<file path="config.mk">
export PLATFORM = sky130hd
export DESIGN_NAME = spixel_rect_fill
export DESIGN_NICKNAME = d
export VERILOG_FILES = /design/src/rtl/vga_pkg.sv /design/src/rtl/rect_raster_counter.sv /design/src/rtl/spixel_rect_fill.sv
export SDC_FILE = /design/constraint.sdc
export NUM_CORES = 1
export LEC_CHECK = 0
export ABC_AREA = 1
export CORE_ASPECT_RATIO = 0.9
export CORE_MARGIN = 1
export CORE_UTILIZATION = 49
export DETAILED_ROUTE_END_ITERATION = 8
export PLACE_DENSITY = 0.77
export SYNTH_ARGS = -nofsm -noshare
export SYNTH_HDL_FRONTEND = slang
export SYNTH_SLANG_ARGS = --single-unit
</file>
<file path="constraint.sdc">
create_clock -name clk -period 2.31 [get_ports clk]
set_input_delay 0.3465 -clock clk [delete_from_list [all_inputs] [get_ports clk]]
set_output_delay 0.3465 -clock clk [all_outputs]
set_load 0.01 [all_outputs]
</file>
<file path="src/rtl/vga_pkg.sv">
// Shared VGA framebuffer geometry, widths and rectangle-fill FSM states.
// Imported by the rectangle fill engine and its raster counter.
package vga_pkg;

  localparam int PIXEL_X_WIDTH = 10;
  localparam int PIXEL_Y_WIDTH = 9;
  localparam int PIXEL_X_MAX   = 640;
  localparam int PIXEL_Y_MAX   = 480;
  localparam int ADDR_WIDTH    = 19;
  localparam int COLOR_WIDTH   = 12;

  typedef enum logic [1:0] {
    IDLE = 2'd0,
    FILL = 2'd1,
    DONE = 2'd2
  } fill_state_e;

endpackage

</file>
<file path="src/rtl/rect_raster_counter.sv">
// Raster walker: steps cur_x/cur_y across a rectangle and forms the address.
// Ports: load/step controls, rectangle bounds in, linear addr and last flag out.
module rect_raster_counter
  import vga_pkg::*;
#(
  parameter int XW   = PIXEL_X_WIDTH,
  parameter int YW   = PIXEL_Y_WIDTH,
  parameter int XMAX = PIXEL_X_MAX,
  parameter int AW   = ADDR_WIDTH
) (
  input  logic          clk,
  input  logic          rst,
  input  logic          load,
  input  logic          step,
  input  logic [XW-1:0] x_start_in,
  input  logic [XW-1:0] x_end_in,
  input  logic [YW-1:0] y_start_in,
  input  logic [YW-1:0] y_end_in,
  output logic [AW-1:0] addr,
  output logic          last
);

  logic [XW-1:0] x_start;
  logic [XW-1:0] x_end;
  logic [YW-1:0] y_end;
  logic [XW-1:0] cur_x;
  logic [YW-1:0] cur_y;
  logic [AW-1:0] row_base;

  // The only multiply is at load; rows then advance by addition.
  always_ff @(posedge clk) begin
    if (rst) begin
      x_start  <= '0;
      x_end    <= '0;
      y_end    <= '0;
      cur_x    <= '0;
      cur_y    <= '0;
      row_base <= '0;
    end else if (load) begin
      x_start  <= x_start_in;
      x_end    <= x_end_in;
      y_end    <= y_end_in;
      cur_x    <= x_start_in;
      cur_y    <= y_start_in;
      row_base <= AW'(y_start_in) * AW'(XMAX);
    end else if (step && !last) begin
      if (cur_x < x_end) begin
        cur_x <= cur_x + XW'(1);
      end else begin
        cur_x    <= x_start;
        cur_y    <= cur_y + YW'(1);
        row_base <= row_base + AW'(XMAX);
      end
    end
  end

  assign addr = row_base + AW'(cur_x);
  assign last = (cur_x == x_end) && (cur_y == y_end);

endmodule

</file>
<file path="src/rtl/spixel_rect_fill.sv">
// Fills a clipped pixel rectangle with one colour, one framebuffer write per pixel.
// Ports: req valid/ready + corners/colour in, wr_en/ready/addr/data out, busy, done.
module spixel_rect_fill
  import vga_pkg::*;
#(
  parameter int PIXEL_X_WIDTH = vga_pkg::PIXEL_X_WIDTH,
  parameter int PIXEL_Y_WIDTH = vga_pkg::PIXEL_Y_WIDTH,
  parameter int PIXEL_X_MAX   = vga_pkg::PIXEL_X_MAX,
  parameter int PIXEL_Y_MAX   = vga_pkg::PIXEL_Y_MAX,
  parameter int ADDR_WIDTH    = vga_pkg::ADDR_WIDTH,
  parameter int COLOR_WIDTH   = vga_pkg::COLOR_WIDTH
) (
  input  logic                     clk,
  input  logic                     rst,
  input  logic                     req_valid,
  output logic                     req_ready,
  input  logic [PIXEL_X_WIDTH-1:0] tlx,
  input  logic [PIXEL_Y_WIDTH-1:0] tly,
  input  logic [PIXEL_X_WIDTH-1:0] brx,
  input  logic [PIXEL_Y_WIDTH-1:0] bry,
  input  logic [COLOR_WIDTH-1:0]   color,
  output logic                     wr_en,
  input  logic                     wr_ready,
  output logic [ADDR_WIDTH-1:0]    wr_addr,
  output logic [COLOR_WIDTH-1:0]   wr_data,
  output logic                     busy,
  output logic                     done
);

  localparam logic [PIXEL_X_WIDTH-1:0] XLIM =
    PIXEL_X_WIDTH'(PIXEL_X_MAX - 1);
  localparam logic [PIXEL_Y_WIDTH-1:0] YLIM =
    PIXEL_Y_WIDTH'(PIXEL_Y_MAX - 1);

  fill_state_e state_q;

  logic [COLOR_WIDTH-1:0]   color_q;
  logic [PIXEL_X_WIDTH-1:0] brx_c;
  logic [PIXEL_Y_WIDTH-1:0] bry_c;
  logic [ADDR_WIDTH-1:0]    addr;
  logic                     accept;
  logic                     degen;
  logic                     xfer;
  logic                     last;

  assign brx_c  = (brx > XLIM) ? XLIM : brx;
  assign bry_c  = (bry > YLIM) ? YLIM : bry;
  assign degen  = (tlx > brx_c) || (tly > bry_c);
  assign accept = req_valid && req_ready;
  assign xfer   = (state_q == FILL) && wr_ready;

  always_ff @(posedge clk) begin
    if (rst) begin
      state_q <= IDLE;
      color_q <= '0;
    end else begin
      unique case (state_q)
        IDLE: begin
          if (accept) begin
            if (degen) begin
              state_q <= DONE;
            end else begin
              state_q <= FILL;
              color_q <= color;
            end
          end
        end
        FILL: begin
          if (xfer && last) state_q <= DONE;
        end
        DONE:    state_q <= IDLE;
        default: state_q <= IDLE;
      endcase
    end
  end

  rect_raster_counter #(
    .XW   (PIXEL_X_WIDTH),
    .YW   (PIXEL_Y_WIDTH),
    .XMAX (PIXEL_X_MAX),
    .AW   (ADDR_WIDTH)
  ) u_cnt (
    .clk        (clk),
    .rst        (rst),
    .load       (accept && !degen),
    .step       (xfer),
    .x_start_in (tlx),
    .x_end_in   (brx_c),
    .y_start_in (tly),
    .y_end_in   (bry_c),
    .addr       (addr),
    .last       (last)
  );

  assign req_ready = !rst && (state_q == IDLE);
  assign wr_en     = (state_q == FILL);
  assign wr_addr   = wr_en ? addr : '0;
  assign wr_data   = wr_en ? color_q : '0;
  assign busy      = (state_q == FILL) || (state_q == DONE);
  assign done      = (state_q == DONE);

endmodule

</file>
; Word level (Yosys, flattened, before mapping)
; Cells that the tools add are included.
[totals]
regBits = 81
in_bits = 54
output_inout_bits = 35
word_cells = 64
[op_classes]
add_sub_neg = 4
multipliers = 1
magnitude_cmp = 5
n_eq_ne = 7
mux = 17
bitwise_logic = 2
reduce_logical = 19
[op_table]
columns = cell, n
row1 = 19-bit two-way mux, 4
row2 = 10-bit two-way mux, 4
row3 = 9-bit two-way mux, 4
row4 = 19-bit by 10-bit adder with 19-bit output, 1
row5 = 19-bit by 10-bit adder with 19-bit output (second input constant), 1
row6 = 9-bit by 3-bit multiplier with 12-bit output (second input constant), 1
row7 = 12-bit two-way mux, 1
row8 = 10-bit by 1-bit adder with 10-bit output (second input constant), 1
row9 = 10-bit == test, 1
row10 = 10-bit > comparator, 1
row11 = 10-bit > comparator (second input constant), 1
row12 = 10-bit less-than comparator, 1
row13 = 9-bit by 1-bit adder with 9-bit output (second input constant), 1
row14 = 9-bit == test, 1
row15 = 9-bit > comparator, 1
row16 = 9-bit > comparator (second input constant), 1
row17 = 1-bit logical AND, 7
row18 = 2-bit two-way mux, 3
row19 = 2-bit AND reduction, 3
row20 = 2-bit by 1-bit inequality test with 1-bit output (second input constant), 2
row21 = 2-bit one-hot mux with 2 select lines, 1
row22 = 1-bit zero test, 3
row23 = 3-bit AND reduction, 1
row24 = 2-bit by 1-bit == test with 1-bit output (second input constant), 1
row25 = other kinds (7), 9

; Depth between registers and ports, before layout
[depth]
ltp_word = 8
depth_mapped = 18
ltp_nobuf = 17

; Cells and area by module
; Synthesis repeated with hierarchy kept, for this count alone.
[hier_totals]
hier_cells = 955
area_unflattened_um2 = 6055.8
[by_module_without_submodules]
columns = module, n_inst, cells_each, area_per_inst_um2, seq_area_each_um2
row1 = rect_raster_counter, 1, 674, 4346.7, 1201.2
row2 = spixel_rect_fill, 1, 281, 1709.1, 280.3

; Worst setup path after synthesis
; No wires, ideal clock.
[synth_timing]
path_type = input to register
startpoint = in brx[7]
endpoint = reg u_cnt.row_base[15]
setup_ps = 132
t_arrival_ps = 2046
required_time_ps = 2178
path_slack_ps = 132
stages = 14
n_path_buf = 2
path_cell_list = o21ai_0 > inv_1 > or2_2 > ha_1 > o21bai_1 > nand3_1 > nand3_1 > nand2_1 > nand3_2 > buf_6 > buf_2 > nand2_1 > nand3_1 > a21oi_1
[synth_between]
elab_chain_len = 8
elab_cells_between_ends = 10
cone_classes = 2 x order compare / 1 x eq/ne / 2 x mux / 5 x reduce/logical
[synth_rtl]
columns = item, line_no
row1 = "start, declared", spixel_rect_fill.sv:19  ; input logic [PIXEL_X_WIDTH-1:0] brx,
row2 = 10-bit > comparator *, spixel_rect_fill.sv:46  ; assign brx_c = (brx > XLIM) ? XLIM : brx;
row3 = 10-bit two-way mux *, spixel_rect_fill.sv:46
row4 = net brx_c[0], spixel_rect_fill.sv:38  ; logic [PIXEL_X_WIDTH-1:0] brx_c;
row5 = 10-bit > comparator *, spixel_rect_fill.sv:48  ; assign degen = (tlx > brx_c) || (tly > bry_c);
row6 = 1-bit logical OR *, spixel_rect_fill.sv:48
row7 = 1-bit zero test *, spixel_rect_fill.sv:85  ; .load (accept && !degen),
row8 = 1-bit logical AND *, spixel_rect_fill.sv:85
row9 = 2-bit by 1-bit inequality test with 1-bit output (no source line) / 2-bit nonzero test (equally long branches), --
row10 = 2-bit AND reduction (no source line), --
row11 = "end signal, assigned", rect_raster_counter.sv:45  ; row_base <= AW'(y_start_in) * AW'(XMAX);
row12 = "end signal, assigned", rect_raster_counter.sv:52  ; row_base <= row_base + AW'(XMAX);
row13 = "end, declared", rect_raster_counter.sv:28  ; logic [AW-1:0] row_base;
; Mark *: on every way through the listed nets, which the timed path passes. The rest lies on a longest branch.
; A chain may end at the register's enable or synchronous reset.

; Final worst setup path
[layout_timing]
startpoint = reg u_cnt.row_base[7]
endpoint = out wr_addr[17]
[layout_between]
elab_chain_len = 2
[layout_rtl]
columns = item, line_no
row1 = 19-bit by 10-bit adder with 19-bit output, rect_raster_counter.sv:57  ; assign addr = row_base + AW'(cur_x);
row2 = 19-bit two-way mux, spixel_rect_fill.sv:97  ; assign wr_addr = wr_en ? addr : '0;
row3 = "end, declared", spixel_rect_fill.sv:24  ; output logic [ADDR_WIDTH-1:0] wr_addr,
; No other way between the ends.

==> run summary <==
clock buffer depth: 2
vias per cell: 5.170
most frequent cell after synthesis: nand2_1
Fin. Hold Viols: 0
initial core utilization: 0.5027
final WL: 15.60 mm
IO Pins: 89
Final Power: 0.004302 W
worst path bufs/invs: 3
startpoint types: flip-flop
Main synth FF type: dfxtp_1
HP Class: input port to flip-flop
std cell rows: 36
count of pins over their slew limit: 0
VDD IR max: 315.8 uV
Yosys top cell area share: 0.2726
Crit. path cell count: 12
Sequential Area: 0.001491 mm^2
fillers: 842
Tmin final: 2291 ps
Largest stage delay, worst path: 350 ps
Post-synth top cells: nand2_1, inv_1, dfxtp_1, nor2_1
drt pass-1 iters: 5
largest net degree at the start of global routing: 31
Cells after Synth: 845
reg2reg start: u_cnt.cur_x[8]
sequential fraction of the synthesis area: 0.2726
Yosys reg bits: 74
worst hold margin: 415.7 ps
area of the multi-input gates: 0.003677 mm^2
vias in the first global route: 5241
post-synth net total: 953
ys async rst share: 0
H-tree levels: 3
Critical Path End: wr_addr[17]
GP Congestion: 0.9029
pin slew with the least headroom to its limit: 364.9 ps
nets: 1139
Setup TNS Final: 0 ps
initial antenna violation count: 0
Overflow after GRT: 0
Yosys cell types: 36
Worst Setup SP: u_cnt.row_base[7]
initial drt markers: 354
Max Clock Freq: 0.4365 GHz
Worst setup EP type: output port
status: completed
clock net sink count: 74
max-cap viol count: 0
final setup fails: 0
power per cell area: 545.3 mW/mm^2
area of the die: 0.01152 mm^2
Avg Inst Size Synth: 6.431 um^2
chip width: 113.0 um
clk_lat worst skew: 350 ps
overall routing resource usage: 0.2631
placed cell areas: 0.007078 mm^2
drt wl/cell: 13.34 um
detailed-route via count: 6044
Worst slew margin: 0.7542
unrepaired setup endpoints after global routing: yes
# diodes: 0
top cells by area, synth: dfxtp_1, nand2_1, ha_1
CTS tree: yes
Root Driver: clkbuf_16
first-pass GRT wire length: 24.18 mm
Area growth syn-to-layout: 45.18%
layout cells sized above 1: 0.2181
Worst R2R End: u_cnt.cur_y[5]
Final Cell Area: 0.007889 mm^2
post-route insts no fill: 1169
Synth area leader: dfxtp_1
CP top delay family: adder cells
Core Region: 0.01081 mm^2
number of synthesized flops with an enable pin: 0
# port buffers: 88
cells on worst reg2reg path: 15
crit path DAT: 1940 ps
TritonCTS Buffers: 9
Cell Area, Synth: 0.005434 mm^2
Die H: 101.9 um
Reg clk slew, reported paths: 60 ps
dpl cells: 1132
DRC Markers: 0
Req. time, crit path: 1960 ps
slowest stage cell, crit path: fa_2
post-route ant nets: 0
Ys Warns: 0
CP max FO: 3
kind of critical path: flip-flop to output port
Critical Path, Cell by Cell: ha_4 -> fa_2 -> nand2_2 -> inv_2 -> nor2_4 -> nor2_4 -> nand2_4 -> inv_4 -> nand2_4 -> o21ai_2 -> a21oi_1 -> buf_2
Post-DP HPWL: 10.88 mm
fin crit share: 0.9917
Clock Skews: 11.52 ps
FF-to-FF setup slack: 80 ps
Static Leak: 3.946 nW
cells by family (layout without fill, tap and decap cells):
group	after synthesis	in the layout	share of synthesized area
compound gates	125	125	0.1200
simple gates	418	418	0.3263
fa+ha+maj	54	54	0.1271
xor+xnor	27	27	0.04352
flops	74	74	0.2726
buf+inv	147	338	0.1105
flip-flops by register name, summed over array words and instances (netlist names):
| register | flops |
|---|---|
| u_cnt.x_end | 10 |
| u_cnt.cur_x | 10 |
| u_cnt.y_end | 9 |
| u_cnt.x_start | 10 |
| u_cnt.row_base | 12 |
| color_q | 12 |
| u_cnt.cur_y | 9 |
| state_q | 2 |
worst min-delay path by stage:
| stage | startpoint | to | slack [ps] | depth (start not counted) |
|---|---|---|---|---|
| after floorplan | u_cnt.x_end[9] | u_cnt.x_end[9] | 430 | 2 |
| after global placement | color_q[6] | color_q[6] | 450 | 2 |
| after detailed placement | u_cnt.x_start[5] | u_cnt.x_start[5] | 460 | 2 |
| after CTS | u_cnt.x_start[5] | u_cnt.x_start[5] | 460 | 2 |
| after global routing | bry[5] | u_cnt.y_end[5] | 450 | 4 |
| final | bry[5] | u_cnt.y_end[5] | 420 | 4 |
stage by stage:
| stage | util | setup WS [ps] |
|---|---|---|
| 2_1_floorplan | - | 132.2 |
| 3_3_place_gp | 0.6547 | -595.1 |
| 3_5_place_dp | 0.6547 | -723.8 |
| 4_1_cts | 0.6919 | -63.31 |
| 5_1_grt | 0.7297 | -105.6 |
| 6_report | 0.7297 | 19.27 |
layout by cell type (no fill, tap or decap), types with 11 or more instances in the layout:
| cell type | n |
|---|---|
| a21oi_1 | 60 |
| buf_4 | 101 |
| clkbuf_16 | 11 |
| clkdlybuf4s50_1 | 66 |
| dfxtp_1 | 68 |
| ha_1 | 41 |
| ha_4 | 11 |
| inv_1 | 107 |
| nand2_1 | 241 |
| nand3_1 | 62 |
| nor2_1 | 57 |
| o21ai_0 | 32 |
| o21ai_1 | 12 |
| xor2_1 | 18 |
what timing repair did:
| item | 4_1_cts | 5_1_grt |
|---|---|---|
| endpoints found under the setup margin | 105 | 95 |
| cloned | 0 | 2 |
| setup buffers | 6 | 13 |
| pin swaps | 19 | 29 |
| gates resized for setup | 81 | 74 |
| hold buffers | 0 | 0 |
per-layer routing:
metal,track usage,vias up,part of all wire
li1,-,3066,-
met1,0.3591,2722,0.46
met2,0.4224,222,0.46
met3,0.04567,34,0.062
met4,0.09008,0,0.022
met5,0,-,0
cell type report:
class                           count  share of cell area
Clock buffer                       11             0.03077
Timing Repair Buffer              205              0.2308
Tap cell                          133             0.02109
Multi-Input combinational cell    624              0.4661
Inverter                          117             0.05726
Sequential cell                    74              0.1891
Clock inverter                      5            0.004917
worst reg2reg max path: stages, from the launching register on:
cell and delay (ps):
dfxtp_2 340, buf_6 130, buf_12 120, ha_1 300, nand2_1 100, nor2_2 130
nand3_1 100, and2_4 190, nand2_8 100, inv_2 100, nor2_4 130, buf_4 170
nand3_1 90, nand3_1 80, nand2_1 50, inv_1 60
where the power goes:
group	switching [W]	leakage [nW]	internal [W]	total, W
Clock	0.000582	0.136	0.000763	0.00134
Sequential	0.0000666	0.603	0.00136	0.00143
Combinational	0.000840	3.21	0.000688	0.00153
Power figures use the tool's default switching activity.
